**src/rtl/lsu.sv**
```systemverilog
// Load/store unit: one outstanding byte/half/word access to DRAM over a ready/valid
// handshake, with alignment/illegal-command faults, a DRAM timeout and load extension.
module lsu #(
  parameter int XLEN        = 32,
  parameter int TID_W       = 2,
  parameter int TIMEOUT_CYC = 255
) (
  input  logic             clk,
  input  logic             rst,
  input  logic             req_valid,
  output logic             req_ready,
  input  logic             l_req,
  input  logic             s_req,
  input  logic [2:0]       cmd,
  input  logic [XLEN-1:0]  addr,
  input  logic [XLEN-1:0]  wdata,
  input  logic [4:0]       rd_addr,
  input  logic [TID_W-1:0] thread_id,
  output logic             dram_req,
  output logic             dram_we,
  output logic [XLEN-1:0]  dram_addr,
  output logic [XLEN-1:0]  dram_wdata,
  output logic [3:0]       dram_be,
  input  logic             dram_ready,
  input  logic             dram_rvalid,
  input  logic [XLEN-1:0]  dram_rdata,
  output logic             lsu_res_en,
  output logic [XLEN-1:0]  lsu_res,
  output logic [4:0]       rd_addr_o,
  output logic [TID_W-1:0] thread_id_o,
  output logic             store_done,
  output logic             err_o
);

  localparam int CNT_W = $clog2(TIMEOUT_CYC + 1);

  typedef enum logic [2:0] {IDLE, REQ, WAIT_RD, RESP, ERR} state_e;

  state_e             state_q, state_d;
  logic [CNT_W-1:0]   cnt_q, cnt_d;
  logic               store_q;
  logic [2:0]         cmd_q;
  logic [XLEN-1:0]    addr_q;
  logic [XLEN-1:0]    wdata_q;
  logic [4:0]         rd_q;
  logic [TID_W-1:0]   tid_q;
  logic [XLEN-1:0]    res_q;
  logic               store_done_q;

  logic               accept;
  logic               legal;
  logic               aligned;
  logic               fault;
  logic               timeout;
  logic [XLEN-1:0]    lane;
  logic [XLEN-1:0]    load_ext;
  logic [3:0]         be;
  logic [XLEN-1:0]    lane_wdata;

  assign accept  = req_valid & (state_q == IDLE) & (l_req | s_req);
  assign timeout = (cnt_q == CNT_W'(TIMEOUT_CYC - 1));

  // Fault classification of the incoming op; unsigned loads have no store counterpart.
  // NOTE: every always_comb output gets a default first so no latch is inferred.
  always_comb begin
    legal   = 1'b0;
    aligned = 1'b1;
    case (cmd)
      3'b000:  legal = 1'b1;
      3'b001:  begin legal = 1'b1;     aligned = ~addr[0];           end
      3'b010:  begin legal = 1'b1;     aligned = (addr[1:0] == 2'b00); end
      3'b100:  legal = ~s_req;
      3'b101:  begin legal = ~s_req;   aligned = ~addr[0];           end
      default: legal = 1'b0;
    endcase
    fault = (l_req & s_req) | ~legal | ~aligned;
  end

  always_comb begin
    state_d = state_q;
    cnt_d   = cnt_q;
    case (state_q)
      IDLE:    if (accept) state_d = fault ? ERR : REQ;
      REQ:     if (dram_ready)  state_d = store_q ? IDLE : WAIT_RD;
               else if (timeout) state_d = ERR;
      WAIT_RD: if (dram_rvalid) state_d = RESP;
               else if (timeout) state_d = ERR;
      RESP:    state_d = IDLE;
      ERR:     state_d = IDLE;
      default: state_d = IDLE;
    endcase
    if (state_d != state_q)                         cnt_d = '0;
    else if (state_q == REQ || state_q == WAIT_RD)  cnt_d = cnt_q + 1'b1;
  end

  // Shift the addressed byte/half down to bit 0 before extending.
  always_comb begin
    lane = dram_rdata >> {addr_q[1:0], 3'b000};
    case (cmd_q)
      3'b000:  load_ext = {{(XLEN-8){lane[7]}},   lane[7:0]};
      3'b001:  load_ext = {{(XLEN-16){lane[15]}}, lane[15:0]};
      3'b100:  load_ext = {{(XLEN-8){1'b0}},      lane[7:0]};
      3'b101:  load_ext = {{(XLEN-16){1'b0}},     lane[15:0]};
      default: load_ext = lane;
    endcase
  end

  always_comb begin
    case (cmd_q[1:0])
      2'b00:   begin be = 4'b0001 << addr_q[1:0]; lane_wdata = {4{wdata_q[7:0]}};  end
      2'b01:   begin be = 4'b0011 << addr_q[1:0]; lane_wdata = {2{wdata_q[15:0]}}; end
      default: begin be = 4'b1111;                lane_wdata = wdata_q;           end
    endcase
  end

  // NOTE: sequential state uses non-blocking assignments only.
  always_ff @(posedge clk) begin
    if (rst) begin
      state_q      <= IDLE;
      cnt_q        <= '0;
      store_q      <= 1'b0;
      cmd_q        <= '0;
      addr_q       <= '0;
      wdata_q      <= '0;
      rd_q         <= '0;
      tid_q        <= '0;
      res_q        <= '0;
      store_done_q <= 1'b0;
    end else begin
      state_q      <= state_d;
      cnt_q        <= cnt_d;
      store_done_q <= (state_q == REQ) & dram_ready & store_q;
      if (accept) begin
        store_q <= s_req;
        cmd_q   <= cmd;
        addr_q  <= addr;
        wdata_q <= wdata;
        rd_q    <= rd_addr;
        tid_q   <= thread_id;
      end
      if (state_q == WAIT_RD && dram_rvalid) res_q <= load_ext;
    end
  end

  assign req_ready   = (state_q == IDLE);
  assign dram_req    = (state_q == REQ);
  assign dram_we     = (state_q == REQ) & store_q;
  assign dram_be     = (state_q == REQ) ? be : 4'b0000;
  assign dram_addr   = {addr_q[XLEN-1:2], 2'b00};
  assign dram_wdata  = lane_wdata;
  assign lsu_res_en  = (state_q == RESP) & (rd_q != 5'd0);
  assign lsu_res     = res_q;
  assign rd_addr_o   = rd_q;
  assign thread_id_o = tid_q;
  assign store_done  = store_done_q;
  assign err_o       = (state_q == ERR);

endmodule

```
**config.mk**
```make
export PLATFORM = sky130hd
export DESIGN_NAME = lsu
export DESIGN_NICKNAME = d
export VERILOG_FILES = /design/src/rtl/lsu.sv
export SDC_FILE = /design/constraint.sdc
export NUM_CORES = 1
export LEC_CHECK = 0
export BUFFER_PORTS_ARGS = -buffer_cell sky130_fd_sc_hd__clkbuf_2
export CORE_ASPECT_RATIO = 2
export CORE_MARGIN = 3
export CORE_UTILIZATION = 49
export CTS_CLUSTER_DIAMETER = 80
export DETAILED_ROUTE_END_ITERATION = 8
export GPL_ROUTABILITY_DRIVEN = 0
export HOLD_SLACK_MARGIN = 0.1
export PLACE_DENSITY_LB_ADDON = 0.2
export SYNTH_ARGS = -nofsm -noshare
export SYNTH_HDL_FRONTEND = slang
export SYNTH_SLANG_ARGS = --single-unit
```
**constraint.sdc**
```tcl
create_clock -name clk -period 2.2 [get_ports clk]
set_input_delay 0.33 -clock clk [delete_from_list [all_inputs] [get_ports clk]]
set_output_delay 0.33 -clock clk [all_outputs]
set_load 0.03 [all_outputs]
```
---- Yosys cells after proc, flatten, opt, wreduce, memory -nomap -nowiden ----
Cells that the tools add are included.
W data, S select, Z words.
storage, ports and cells
  bits in latches ......................... 0
  memories kept ........................... 0
  output and inout port bits .............. 113
  memory bits (writable) .................. 0
  logic and storage cells ................. 67
  input port bits ......................... 113
  bits in read-only memories .............. 0
  register bits after elaboration ......... 119
operators by class
  add/subtract/negate cells ............... 1
  reduce and logical (&&, ||, !) cells .... 12
  div/mod/pow operators ................... 0
  order comparisons ....................... 0
  muxes and demuxes ....................... 13
  multipliers ............................. 0
  bitwise logic cells ..................... 14
  equal/unequal tests ..................... 14
  shifts and indexed selects .............. 3
operators with widths
  operator               count
  $pmux W32 S4           1
  $pmux W32 S2           1
  $shr A32 B5 Y32        1
  $eq A3 B3 Y1 const B   5
  $mux W3                5
  $eq A3 B1 Y1 const B   3
  $eq A3 B2 Y1 const B   3
  $logic_not A3 Y1       3
  $pmux W3 S3            1
  $add A8 B1 Y8 const B  1
  $eq A8 B8 Y1 const B   1
  $pmux W4 S2            1
  $and A1 B1 Y1          7
  $reduce_or A2 Y1       3
  $reduce_bool A5 Y1     1
  $logic_not A2 Y1       2
  $mux W4                1
  $not A1 Y1             4
  $pmux W1 S2            2
  $shl A1 B2 Y4 const A  1
  $shl A2 B2 Y4 const A  1
  $ne A3 B3 Y1           1
  $or A1 B1 Y1           3
  $reduce_or A3 Y1       1
  4 further kinds        4

---- Depth between registers and ports, before layout ----
Gate-level depths: netlist of the first run.
  depth after elaboration ................. 11
  depth in mapped cells ................... 8
  gate-level depth less buffers ........... 6

---- Worst setup path before layout of the first run ----
No wires, ideal clock.
  kind .................................... flip-flop to output port
  start ................................... reg cmd_q[0]
  end ..................................... out dram_wdata[24]
  path buffers ............................ 2
  cell stages (with the launch flop) ...... 5
  data arrival time ....................... 1658 ps
  setup slack ............................. 212 ps
  required time ........................... 1870 ps
  cells stage by stage .................... dfxtp_1 -> buf_2 -> buf_1 -> mux2i_1 -> o21ai_0
on the way
  word-level cells in the longest chain between the ends .. 2
  elaborated cells between the ends (all ways) .. 3
  classes of those cells .................. 1 x eq/ne; 1 x mux; 1 x reduce/logical
ends and longest elaborated chain
  what                                                     RTL line  text
  from (decl)                                              42        logic [2:0] cmd_q;
  from (signal assigned)                                   135       cmd_q <= cmd;
  $eq A2 B1 Y1 / $logic_not A2 Y1 (equally long branches)  109       case (cmd_q[1:0])
  $pmux W32 S2 *                                           109
  to (decl)                                                22        output logic [XLEN-1:0] dram_wdata,
Mark *: on every way between the ends. The rest lies on a longest branch, timed or not.

---- Final worst setup path of the first run ----
  start ................................... reg state_q[2]
  end ..................................... out dram_we
on the way
  word-level cells in the longest chain between the ends .. 2
ends and longest elaborated chain
  what                    RTL line  text
  from (decl)             39        state_e state_q, state_d;
  from (signal assigned)  130       state_q <= state_d;
  $eq A3 B1 Y1            147       assign dram_we = (state_q == REQ) & store_q;
  $and A1 B1 Y1           147
  to (decl)               20        output logic dram_we,
Every way passes these cells.

==> impl_metrics.ini, run 1 <==
[cts]
numCtsBuffers = 17
clk_pin_slew_worst_paths_ns = 0.05
cts_root_buf = clkbuf_16
clock_path_buffers = 2
h-tree-depth = 4
insertion_delay_ns = 0.40
postCtsSetupRepairBufs = 0
cts.sinks = 119
cts_tree = done

[timing]
max_freq_mhz = 471.4
rsz0062_at_grt = no
finalWorstSetupSlack_ns = 0.07880
hold_ws_ns = 0.1424
clock_skew_ns = 0.005863
finalHoldViolations = 0
layout_min_cycle_time_ns = 2.121
relSlewSlack_pct = 55.81
timing.setup.tns_ns = 0
setup_viol = 0
worst_pin_slew_ns = 0.6582
slew_violations = 0
period_share_pct = 96.42

[floorplan]
boundaryPins = 226
core-area_sq_um = 11420
core.rowCount = 55
initial_utilization_pct = 50.65
die_w_um = 82.84
die_y_um = 159.7
die_area_sq_um = 13230

[final_layout]
insertedDiodeCount = 0
nNetsFinal = 1020
syn2layout_area_growth_pct = 25.76
drive_gt1_share_pct = 34.24
multi_input_area_sq_um = 2836
fillers = 1025
seqCellArea_sq_um = 2389

[yosys]
synth_edf_count = 0
yosys.area.top_type = dfxtp_1
ys_ff_latch = 119
yosys-top-cells-area = dfxtp_1 41%, nand2_1 15%, a21oi_1 8.7%
syn_inst = 735
async_flop_share_pct = 0
yosysUniqueCellTypes = 53
ys_warn_count = 0
syn_avg_cell_area_sq_um = 7.871
synth-main-ff-cell = dfxtp_1
synth_area_sq_um = 5786
synth_top_area_share_pct = 41.18
yosysSeqAreaShare_pct = 41.18

[critical_path]
crit_required_ns = 1.87
cp_slowest_cell = or3b_4
cp_max_fo = 11
crit_arrival_ns = 1.79
endpoint_kind = output port
reg2reg_from = state_q[1]
critPathLaunch = state_q[2]
critPathKind = reg -> out
worstPathCellList = or3b_4 > inv_1 > and2_1 > clkbuf_2
cp-start-kind = flop
max_stage_delay_ns = 0.49

[global_route]
grt_max_degree = 55
grt_usage_pct = 25.69
grt-ovfl-total = 0
grt_antenna_before_repair = 0
grt_pass1_vias = 5679
grt_pass1_wl_um = 27680

[outcome]
status = completed

[min_path]
worstHoldStart = addr[15]
min_path_type = in -> reg

[pwr]
power.leakage_nw = 3.147
p_per_area_nw_per_um2 = 796.6
p_total_w = 0.005796
irDropWorstVdd_uv = 562.2

[drt]
drtAntennaViolNets = 0
vias = 5694
firstDrtPassIters = 5
route.detailed.drc = 0
drt-total-wl_um = 17500
viasPerCell = 5.377
wire_per_inst_um = 16.53
drtIter0Drc = 239

[placed_design]
port_buffers = 223
preCtsSetupSlack_ns = 0.3281
dpl.hpwl_um = 13110

[run]
cap_violations = 0
[critical path: cells and delay by family (launching register included)]
family / cells / cell delay [ns]
and+or+nand+nor: 2 / 0.63
DFF: 1 / 0.44
buffers and inverters: 2 / 0.32
[routing by layer]
metal,share of wire (%),GRT usage (%)
met1,35,25.28
met2,54,47.19
met3,5.9,5.885
met4,5.3,16.44
met5,0,0
[cell type report]
class | count | share of cell area (%)
Multi-Input combinational cell | 518 | 38.99
Sequential cell | 119 | 32.83
Timing Repair Buffer | 243 | 18.13
Clock buffer | 23 | 6.569
Tap cell | 142 | 2.442
Clock inverter | 8 | 0.6879
Inverter | 6 | 0.3611
[metrics by stage]
| step | cell area (sq um) | util, % | cells |
|---|---|---|---|
| 2_1_floorplan | 5789 | - | 736 |
| 3_3_place_gp | 6730 | 58.92 | 1028 |
| 3_5_place_dp | 6730 | 58.92 | 1028 |
| 4_1_cts | 7264 | 63.59 | 1059 |
| 5_1_grt | 7276 | 63.69 | 1059 |
| 6_report | 7276 | 63.69 | 1059 |
[state kept, by name, indices dropped and copies added, names as in the netlist]
register and count:
store_q 1, thread_id_o 2, rd_addr_o 5, cnt_q 8, store_done 1, state_q 3, addr_q 32, wdata_q 32
cmd_q 3, lsu_res 32
[power by group]
part / total [W] / internal [W] / switching (W)
Combinational: 0.000997 / 0.000346 / 0.000652
Sequential: 0.00234 / 0.00226 / 0.0000800
Clock: 0.00246 / 0.00151 / 0.000949
Total: 0.00580 / 0.00412 / 0.00168
[cell usage in the layout, fill, tap and decap left out, types with 3 or more instances in the layout]
cell type   count
clkbuf_2      222
a21oi_1       101
nor4_1          8
clkinv_2        4
inv_1           5
clkbuf_1        3
a211oi_2       10
xnor2_1         8
o21ai_0         9
nand3_1         8
clkbuf_16      17
buf_4          17
a211oi_1        6
nor2_1         33
nor3b_1         3
nor3_1         14
dfxtp_1       116
nor2b_1         5
mux2_2         16
clkbuf_8        3
buf_12          4
nand2_1       226
o2bb2ai_1       7
clkinvlp_4      5
mux2i_1        24
[logic make-up after synthesis]
group,count (synthesis),share of synthesized area [%]
xor gates and xnor gates,8,1.211
AOI/OAI and AO/OA,149,16.33
buffers and inverters,99,10.06
and+or+nand+nor,315,22.69
DFF,119,41.18
other,1,0.06482
muxes,42,8.045
adders and majority gates,2,0.4325
[what timing repair did]
action / in CTS / in global routing
setup endpoints to repair: 13 / 14
hold buffers: 0 / 0
resized for setup: 3 / 5
[synthesized netlist by cell type (all sizes together), types with 7 or more instances]
master and number:
mux2i 24, xnor2 8, buf 69, nand3 8, nand2 227, dfxtp 119
clkbuf 24, nor4 8, a211oi 16, o2bb2ai 7, o21ai 10, mux2 16
a21oi 102, nor3 15, nor2 35
[final timing paths]
kind	to	slack, ns	cells after the start
min reg2reg	addr_q[4]	0.45	2
min	addr_q[15]	0.14	3
max reg2reg	cnt_q[2]	0.31	4
max	dram_we	0.08	4
(Power assumes the default switching activity.)
==> run 2, diff against run 1 <==
MAX_ROUTING_LAYER = met4   (was not set)
==> run 2 against run 1 <==
Net effect: sequential power hardly changed; clock power hardly changed; core utilization stayed put; critical path type unchanged; combinational power hardly changed; critical endpoint unchanged; highest routed layer unchanged.
==> impl_metrics.ini, run 2 (synthesized netlist as in run 1, its figures left out) <==
[timing]
layout_min_cycle_time_ns = 2.119
finalHoldViolations = 0
clock_skew_ns = 0.006841
rsz0062_at_grt = no
worst_pin_slew_ns = 0.6666
setup_viol = 0
timing.setup.tns_ns = 0
finalWorstSetupSlack_ns = 0.08112
relSlewSlack_pct = 55.56
period_share_pct = 96.31
max_freq_mhz = 471.9
slew_violations = 0

[cts]
postCtsSetupRepairBufs = 0
cts_tree = done
cts_root_buf = clkbuf_16
clk_pin_slew_worst_paths_ns = 0.05
insertion_delay_ns = 0.40
clock_path_buffers = 2
h-tree-depth = 4
cts.sinks = 119
numCtsBuffers = 17

[drt]
route.detailed.drc = 0
wire_per_inst_um = 16.51
drtIter0Drc = 289
drt-total-wl_um = 17480
viasPerCell = 5.410
vias = 5729
firstDrtPassIters = 5
drtAntennaViolNets = 0

[outcome]
status = completed

[final_layout]
multi_input_area_sq_um = 2836
nNetsFinal = 1020
layout_common_cells = 226 x nand2_1, 222 x clkbuf_2, 116 x dfxtp_1, 101 x a21oi_1, 33 x nor2_1
insertedDiodeCount = 0
final_common_cell = nand2_1
syn2layout_area_growth_pct = 25.76
final_area_sq_um = 7276
fillers = 1025
seqCellArea_sq_um = 2389
drive_gt1_share_pct = 34.24
final_util_pct = 63.69

[critical_path]
critPathBufInv = 2
critPathKind = reg -> out
crit_required_ns = 1.87
max_stage_delay_ns = 0.48
cp_slowest_cell = or3b_4
endpoint_kind = output port
cpLargestDelayFamily = simple AND/OR/NAND/NOR gates
cp_max_fo = 11
rrSetupSlack_ns = 0.25
r2r-end = cnt_q[2]
cp-start-kind = flop
cp_num_cells = 4
reg2regPathDepth = 4
worstPathCellList = or3b_4 > inv_1 > and2_1 > clkbuf_2
reg2reg_from = state_q[1]
crit_arrival_ns = 1.79

[floorplan]
core.rowCount = 55
die_y_um = 159.7
die_w_um = 82.84
boundaryPins = 226
initial_utilization_pct = 50.65
die_area_sq_um = 13230
core-area_sq_um = 11420

[run]
cap_violations = 0

[pwr]
power.leakage_nw = 3.147
irDropWorstVdd_uv = 562.8
p_per_area_nw_per_um2 = 796.9

[global_route]
grt_max_degree = 55
grt_pass1_vias = 5678
grt_pass1_wl_um = 27640
grt_usage_pct = 26.48
grt_antenna_before_repair = 0
grt-ovfl-total = 0

[placed_design]
port_buffers = 223
dpl.hpwl_um = 13110
preCtsSetupSlack_ns = 0.3281
dpl-instance-area_sq_um = 6730

[min_path]
worstHoldStart = addr[15]
min_path_type = in -> reg
whs_path_depth = 3
holdPathEnd = addr_q[15]
## run 2: cell counts in the layout (fill, tap and decap cells not counted)
Identical to the previous run, type by type.
## run 2: worst max-delay path by stage
stage / startpoint / end / slack (ns)
2_1_floorplan: cmd_q[0] / dram_wdata[24] / 0.21
3_3_place_gp: state_q[0] / dram_we / 0.38
3_5_place_dp: state_q[0] / dram_we / 0.33
4_1_cts: cmd_q[1] / dram_wdata[10] / 0.003
5_1_grt: state_q[2] / dram_we / 0.0007
6_report: state_q[2] / dram_we / 0.08
## run 2: stage by stage
step	total power (W)	instances	hold slack (ns)
after floorplan	0.003080	736	0.4329
after global placement	0.003349	1028	0.4402
after detailed placement	0.003373	1028	0.4474
after CTS	0.005845	1059	0.1288
after global routing	0.006035	1059	0.1340
final	0.005798	1059	0.1406
## run 2: power breakdown
| group | internal [W] | total (W) | switching (W) |
|---|---|---|---|
| Combinational | 0.000346 | 0.000996 | 0.000650 |
| Clock | 0.00151 | 0.00246 | 0.000953 |
| Sequential | 0.00226 | 0.00234 | 0.0000804 |
## run 2: cell type report
cell class              instances  share of cell area [%]
multi-input cells             518                   38.99
repair buffers                243                   18.13
clock inverters                 8                  0.6879
inverters                       6                  0.3611
clock buffers                  23                   6.569
well taps                     142                   2.442
flip-flops and latches        119                   32.83
## run 2: worst register-to-register path, delay by kind of cell (launching register included)
kind             cells  cell delay [ns]
AO/OA/AOI/OAI        2             0.76
flip-flops           1             0.51
AND/OR/NAND/NOR      2             0.53
## run 2: layer usage
metal	GRT usage, %	share of wire, %	wire, um	up-vias
met3	5.472	6.0	1057	58
met1	25.79	34	6029	2630
met4	16.44	5.3	935	0
li1	-	-	-	2761
met5	-	0	0	-
met2	47.04	54	9463	280
## run 2: timing repair
action                                  in CTS  in global routing
resized for setup                            3                  5
hold buffers                                 0                  0
endpoints found under the setup margin      13                 14
